==> src/rtl/tinyalu_stim_gen.sv <==
// TinyALU stimulus generator: LFSR-driven weighted-random transactions with corner operands.
// Optional per-opcode transaction counters are enabled by defining TINYALU_STIM_GEN_OPCOUNT_EN.
//
// state    | meaning
// INIT_RST | hold alu_reset_n low for RST_CYC cycles after reset release
// IDLE     | wait for enable
// GEN      | sample LFSR into opcode and operands
// ISSUE    | start high with op/A/B stable until done (or timeout)
// NOP      | one-cycle start pulse with op=000
// RPULSE   | alu_reset_n low for RST_CYC cycles with op=111
// GAP      | start low for one cycle, count the transaction
// FINISH   | run over (count reached or timeout); leaves only on reset
module tinyalu_stim_gen #(
  parameter int          DATA_W  = 8,
  parameter int          NUM_TXN = 1000,
  parameter logic [31:0] SEED    = 32'h1,
  parameter int          RST_CYC = 2,
  parameter int          TIMEOUT = 64
) (
  input  logic              clk,
  input  logic              reset,
  input  logic              enable,
  input  logic              done,
  output logic              start,
  output logic [2:0]        op,
  output logic [DATA_W-1:0] A,
  output logic [DATA_W-1:0] B,
  output logic              alu_reset_n,
  output logic              busy,
  output logic              finished,
  output logic              timeout_err,
  output logic [15:0]       txn_count
`ifdef TINYALU_STIM_GEN_OPCOUNT_EN
  ,
  output logic [15:0]       cnt_add,
  output logic [15:0]       cnt_and,
  output logic [15:0]       cnt_xor,
  output logic [15:0]       cnt_mul,
  output logic [15:0]       cnt_nop,
  output logic [15:0]       cnt_rst
`endif
);

  localparam logic [31:0] TAPS     = 32'h80200003;
  localparam logic [31:0] SEED_EFF = (SEED == 32'h0) ? 32'h1 : SEED;
  localparam int          TMAX     = (TIMEOUT > RST_CYC) ? TIMEOUT : RST_CYC;
  localparam int          TW       = (TMAX < 2) ? 1 : $clog2(TMAX);
  localparam logic [TW-1:0] RST_LOAD = TW'(RST_CYC - 1);
  localparam logic [TW-1:0] TO_LOAD  = TW'(TIMEOUT - 1);
  localparam logic [16:0]   NUM_TXN_W = 17'(NUM_TXN);

  localparam logic [2:0] OP_NOP = 3'b000;
  localparam logic [2:0] OP_ADD = 3'b001;
  localparam logic [2:0] OP_AND = 3'b010;
  localparam logic [2:0] OP_XOR = 3'b011;
  localparam logic [2:0] OP_MUL = 3'b100;
  localparam logic [2:0] OP_RST = 3'b111;

  typedef enum logic [2:0] {INIT_RST, IDLE, GEN, ISSUE, NOP, RPULSE, GAP, FINISH} state_t;

  state_t              state_q, state_d;
  logic [TW-1:0]       timer_q, timer_d;
  logic [31:0]         lfsr_q, lfsr_d;
  logic                start_q, start_d;
  logic [2:0]          op_q, op_d;
  logic [DATA_W-1:0]   a_q, a_d, b_q, b_d;
  logic                arn_q, arn_d;
  logic                busy_q, busy_d;
  logic                fin_q, fin_d;
  logic                terr_q, terr_d;
  logic [15:0]         cnt_q, cnt_d;
  logic [2:0]          gen_op;
  logic [DATA_W-1:0]   gen_a, gen_b;

  assign lfsr_d = {1'b0, lfsr_q[31:1]} ^ (lfsr_q[0] ? TAPS : 32'h0);

  // Weighted decode: no_op and rst_op each take two of the eight codes.
  always_comb begin
    gen_op = OP_NOP;
    case (lfsr_q[2:0])
      3'b001:         gen_op = OP_ADD;
      3'b010:         gen_op = OP_AND;
      3'b011:         gen_op = OP_XOR;
      3'b100:         gen_op = OP_MUL;
      3'b110, 3'b111: gen_op = OP_RST;
      default:        gen_op = OP_NOP;
    endcase
    case (lfsr_q[4:3])
      2'b00:   gen_a = '0;
      2'b11:   gen_a = '1;
      default: gen_a = lfsr_q[7 +: DATA_W];
    endcase
    case (lfsr_q[6:5])
      2'b00:   gen_b = '0;
      2'b11:   gen_b = '1;
      default: gen_b = lfsr_q[19 +: DATA_W];
    endcase
  end

  always_comb begin
    state_d = state_q;
    timer_d = timer_q;
    start_d = start_q;
    op_d    = op_q;
    a_d     = a_q;
    b_d     = b_q;
    arn_d   = arn_q;
    fin_d   = fin_q;
    terr_d  = terr_q;
    cnt_d   = cnt_q;
    case (state_q)
      INIT_RST: begin
        if (timer_q == '0) begin
          state_d = IDLE;
          arn_d   = 1'b1;
        end else begin
          timer_d = timer_q - TW'(1);
        end
      end
      IDLE: if (enable && !fin_q) state_d = GEN;
      GEN: begin
        op_d = gen_op;
        a_d  = gen_a;
        b_d  = gen_b;
        case (gen_op)
          OP_NOP: begin
            state_d = NOP;
            start_d = 1'b1;
          end
          OP_RST: begin
            state_d = RPULSE;
            arn_d   = 1'b0;
            timer_d = RST_LOAD;
          end
          default: begin
            state_d = ISSUE;
            start_d = 1'b1;
            timer_d = TO_LOAD;
          end
        endcase
      end
      ISSUE: begin
        if (done) begin
          state_d = GAP;
          start_d = 1'b0;
        end else if (timer_q == '0) begin
          state_d = FINISH;
          start_d = 1'b0;
          terr_d  = 1'b1;
          op_d    = OP_NOP;
          a_d     = '0;
          b_d     = '0;
        end else begin
          timer_d = timer_q - TW'(1);
        end
      end
      NOP: begin
        state_d = GAP;
        start_d = 1'b0;
      end
      RPULSE: begin
        if (timer_q == '0) begin
          state_d = GAP;
          arn_d   = 1'b1;
        end else begin
          timer_d = timer_q - TW'(1);
        end
      end
      GAP: begin
        cnt_d = cnt_q + 16'd1;
        if (({1'b0, cnt_q} + 17'd1) == NUM_TXN_W) begin
          state_d = FINISH;
          fin_d   = 1'b1;
          op_d    = OP_NOP;
          a_d     = '0;
          b_d     = '0;
        end else if (enable) begin
          state_d = GEN;
        end else begin
          state_d = IDLE;
        end
      end
      FINISH: state_d = FINISH;
      default: state_d = INIT_RST;
    endcase
    busy_d = (state_d == GEN) || (state_d == ISSUE) || (state_d == NOP) ||
             (state_d == RPULSE) || (state_d == GAP);
  end

  always_ff @(posedge clk or posedge reset) begin
    if (reset) begin
      state_q <= INIT_RST;
      timer_q <= RST_LOAD;
      lfsr_q  <= SEED_EFF;
      start_q <= 1'b0;
      op_q    <= OP_NOP;
      a_q     <= '0;
      b_q     <= '0;
      arn_q   <= 1'b0;
      busy_q  <= 1'b0;
      fin_q   <= 1'b0;
      terr_q  <= 1'b0;
      cnt_q   <= '0;
    end else begin
      state_q <= state_d;
      timer_q <= timer_d;
      lfsr_q  <= lfsr_d;
      start_q <= start_d;
      op_q    <= op_d;
      a_q     <= a_d;
      b_q     <= b_d;
      arn_q   <= arn_d;
      busy_q  <= busy_d;
      fin_q   <= fin_d;
      terr_q  <= terr_d;
      cnt_q   <= cnt_d;
    end
  end

`ifdef TINYALU_STIM_GEN_OPCOUNT_EN
  // op_q still holds the opcode of the transaction being retired in GAP.
  always_ff @(posedge clk or posedge reset) begin
    if (reset) begin
      cnt_add <= '0;
      cnt_and <= '0;
      cnt_xor <= '0;
      cnt_mul <= '0;
      cnt_nop <= '0;
      cnt_rst <= '0;
    end else if (state_q == GAP) begin
      case (op_q)
        OP_ADD:  cnt_add <= cnt_add + 16'd1;
        OP_AND:  cnt_and <= cnt_and + 16'd1;
        OP_XOR:  cnt_xor <= cnt_xor + 16'd1;
        OP_MUL:  cnt_mul <= cnt_mul + 16'd1;
        OP_NOP:  cnt_nop <= cnt_nop + 16'd1;
        OP_RST:  cnt_rst <= cnt_rst + 16'd1;
        default: ;
      endcase
    end
  end
`endif

  assign start       = start_q;
  assign op          = op_q;
  assign A           = a_q;
  assign B           = b_q;
  assign alu_reset_n = arn_q;
  assign busy        = busy_q;
  assign finished    = fin_q;
  assign timeout_err = terr_q;
  assign txn_count   = cnt_q;

endmodule

==> config.mk <==
export PLATFORM = sky130hd
export DESIGN_NAME = tinyalu_stim_gen
export DESIGN_NICKNAME = d
export VERILOG_FILES = /design/src/rtl/tinyalu_stim_gen.sv
export SDC_FILE = /design/constraint.sdc
export NUM_CORES = 1
export LEC_CHECK = 0
export BUFFER_PORTS_ARGS = -buffer_cell sky130_fd_sc_hd__buf_2
export CAP_MARGIN = 5
export CORE_ASPECT_RATIO = 1.1
export CORE_MARGIN = 5
export CORE_UTILIZATION = 25
export CTS_BUF_LIST = sky130_fd_sc_hd__clkbuf_4
export DETAILED_ROUTE_END_ITERATION = 16
export PLACE_DENSITY = 0.52
export SLEW_MARGIN = 30
export SYNTH_ARGS = -nofsm -noshare
export SYNTH_HDL_FRONTEND = slang
export SYNTH_SLANG_ARGS = --single-unit
export TNS_END_PERCENT = 5
==> constraint.sdc <==
create_clock -name clk -period 3.25 [get_ports clk]
set_input_delay 0.4875 -clock clk [delete_from_list [all_inputs] [get_ports clk]]
set_output_delay 0.4875 -clock clk [all_outputs]
set_load 0.02 [all_outputs]
==> flow_summary.yaml <==
setup_path:
  cp-end-kind: "register"
  crit_chain: "ha_1, nand3_1, o32a_1, o22ai_2, nand4b_4, o31ai_4, buf_4, mux2_2"
  critPathSlowestCell: "dfrtp_1"
  rr_worst_depth: 8
  critical_path_class: "reg -> reg"
  r2r_slack_ns: 0.30
  timing.rr.end: "A[0]"
  endpoint: "A[0]"
  startpoint: "txn_count[0]"
  r2r_start: "txn_count[0]"
  critPathMaxFanout: 19
  cp-start-kind: "register"
  max_stage_delay_ns: 0.54
  required_ns: 3.58
  arrival_ns: 3.28
clock_tree:
  path_clk_slew_ns: 0.14
  hold_buffers: 0
  postCtsSetupBuffers: 0
  clockBufferDepth: 2
  ctsResizeCount: 0
  cts_tree: "built"
  clkLatencyLatePin_ns: 0.44
  htree_num_levels: 3
  root_buffer: "clkbuf_4"
  cts_buffers: 9
  cts.sink_count: 81
power:
  switching_power_mw: 1.08
  p_per_area_nw_per_um2: 640
  pwr-share-clk_pct: 19.7
  seqPwrFrac_pct: 46.2
  swShare_pct: 39.2
  pwr-share-comb_pct: 34.1
  leakage_nw: 2.03
  cell_internal_pwr_mw: 1.68
  peakVddDrop_mv: 0.202
run_status:
  status: "finished, final reports clean"
synth:
  ys_types: 58
  synth_seq_cells: 81
  synth_ff_type: "dfrtp_1"
  async_flop_share_pct: 100
  synth_edf_count: 0
  yosysWarnings: 0
  avgSynthCellArea_um2: 11.3
  netlist_area_um2: 3750
  synth_nets: 345
  ys_seq_area_share_pct: 54.1
  synthCells: 333
die:
  fp.coreArea_um2: 14900
  start_util_pct: 25.2
  die_y_um: 138
  dieArea_um2: 17600
  fp.dieW_um: 127
  row_count: 47
  io_pins: 44
detailed_routing:
  drtIter0Drc: 121
  dr_total_vias: 2610
  drcViolationCount: 0
  viasPerCell: 4.49
  wire_per_inst_um: 13.9
  dr.pass1.iters: 4
  ant_nets: 0
  wl_um: 8070
timing:
  setup_violations: 0
  drv_slew: 0
  worst_pin_slew_ns: 0.739
  rsz0062_at_grt: "false"
  min_period_over_period_pct: 90.7
  clock.fmax_mhz: 339
  finClkSkew_ns: 0.0210
  hold_viol_final: 0
  finalCriticalPeriod_ns: 2.95
  setup_tns_ns: 0
  slew_headroom_pct: 50.7
  worst_hold_slack_ns: 0.0830
grt:
  grt_antenna_before_repair: 1
  grt_pass1_wl_um: 13800
  grt_max_degree: 62
  track_usage_pct: 9.74
  gr-total-overflow: 0
  grt_pass1_vias: 2643
layout:
  postLayoutCellArea_um2: 4310
  nets: 391
  fill_cells: 1514
  area_growth_pct: 14.8
  drive_gt1_share_pct: 26.0
worst_hold_path:
  hold_path_class: "in -> async"
placed_design:
  hpwl_um: 5710
  placed_cell_area_um2: 4180
  io_buffers: 43
  gp_congestion: 0.790
job:
  drv_cap: 0
## cells in the mapped netlist, types with 3 or more instances
master / n / area share, %
nor2_1: 21 / 2.1
ha_1: 8 / 2.7
buf_2: 3 / 0.40
clkbuf_1: 5 / 0.50
mux2_2: 10 / 3.0
nor2b_1: 3 / 0.50
nor4_1: 3 / 0.50
nor3b_1: 3 / 0.60
o22a_1: 5 / 1.2
xnor2_1: 14 / 3.3
dfrtp_1: 79 / 53
nand3_1: 6 / 0.80
o21ai_0: 12 / 1.6
nand4_1: 6 / 1.0
o211ai_1: 3 / 0.60
mux2_4: 10 / 4.0
inv_1: 26 / 2.6
nor3_1: 8 / 1.1
a21oi_1: 33 / 4.4
or2_2: 3 / 0.50
nand2b_1: 5 / 0.83
xor2_1: 6 / 1.4
o21ba_2: 4 / 1.1
nand2_1: 14 / 1.4
## cells in the final DEF, fill, tap and decap left out, types with 2 or more instances in the layout
cell	instances
buf_2	43
dfrtp_1	79
nor2b_1	3
dfstp_2	2
xor2_1	6
inv_1	25
or3_1	2
clkbuf_4	9
o21ai_1	2
clkinv_4	2
clkinvlp_4	3
a21oi_1	33
o211ai_1	3
clkinv_1	2
nand3_1	6
nand4_1	6
ha_1	8
o21ai_0	12
a211oi_1	2
xnor2_1	14
o32a_1	2
nor3b_1	3
mux2i_1	2
o32ai_1	2
o22a_1	5
o21ba_2	4
nor3_1	8
o221ai_1	2
nand2b_1	5
nor2_1	21
or2_2	3
buf_4	4
nand2_1	14
nor4_1	3
mux2_4	10
mux2_2	10
## logic make-up after synthesis
kind of cell,count (synthesis),synth area share [%]
AOI/OAI and AO/OA,80,14.3
xor gates and xnor gates,20,4.67
adders and majority gates,8,2.67
buffers and inverters,39,4.47
DFF,81,54.1
muxes,22,7.54
and+or+nand+nor,83,12.3
## flip-flops by register name, indices dropped and copies added, names as in the netlist
name         cells
A                8
B                8
alu_reset_n      1
busy             1
finished         1
lfsr_q          32
op               3
start            1
state_q          3
timeout_err      1
timer_q          6
txn_count       16
## power groups by stage
stage               combinational (mW)  sequential (mW)  clock [mW]
detailed placement               0.952             1.29           0
finish                           0.939             1.27       0.544
global route                      1.06             1.30       0.613
CTS                              0.952             1.27       0.575
floorplan                        0.768             1.25           0
global placement                 0.930             1.28           0
## critical path, delay by kind of cell (launching register included)
kind	cells	cell delay (ns)
AOI/OAI and AO/OA	3	0.82
DFF	1	0.54
and+or+nand+nor	2	0.40
muxes	1	0.38
buffers and inverters	1	0.35
adders and majority gates	1	0.34
## how the worst min path moves through the flow
| stage | slack (ns) | start | end | depth (start not counted) |
|---|---|---|---|---|
| floorplan | 0.33 | lfsr_q[15] | lfsr_q[14] | 0 |
| global placement | 0.33 | lfsr_q[17] | lfsr_q[16] | 0 |
| detailed placement | 0.34 | lfsr_q[31] | lfsr_q[30] | 0 |
| CTS | 0.07 | reset | A[6] | 2 |
| global route | 0.08 | reset | lfsr_q[12] | 2 |
| finish | 0.08 | reset | A[6] | 2 |
## per-layer routing
metal / vias to the layer above / track usage, % / routed length, um
met5: - / 0 / 0
met4: 0 / 3.73 / 110
met3: 10 / 2.62 / 377
met2: 44 / 15.7 / 3920
met1: 1287 / 12.4 / 3660
li1: 1269 / - / -
## through the flow
stage | utilization, % | instances | setup WS, ns | power, mW
after floorplan | - | 333 | 0.408 | 2.02
after global placement | 28.1 | 564 | 0.432 | 2.21
after detailed placement | 28.1 | 564 | 0.318 | 2.24
after CTS | 28.9 | 580 | 0.295 | 2.80
after global routing | 28.9 | 581 | 0.0912 | 2.98
final | 28.9 | 581 | 0.304 | 2.76
## final cells by class
class	count	area [um2]	area share [%]
Multi-Input combinational cell	213	1560	36.1
Clock buffer	9	67.6	1.57
Tap cell	196	245	5.69
Timing Repair Buffer	47	245	5.69
Sequential cell	81	2030	47.1
Clock inverter	7	55.1	1.28
Antenna cell	1	2.50	0.0581
Inverter	27	106	2.47
No activity file was read; power rests on OpenSTA's default activity.
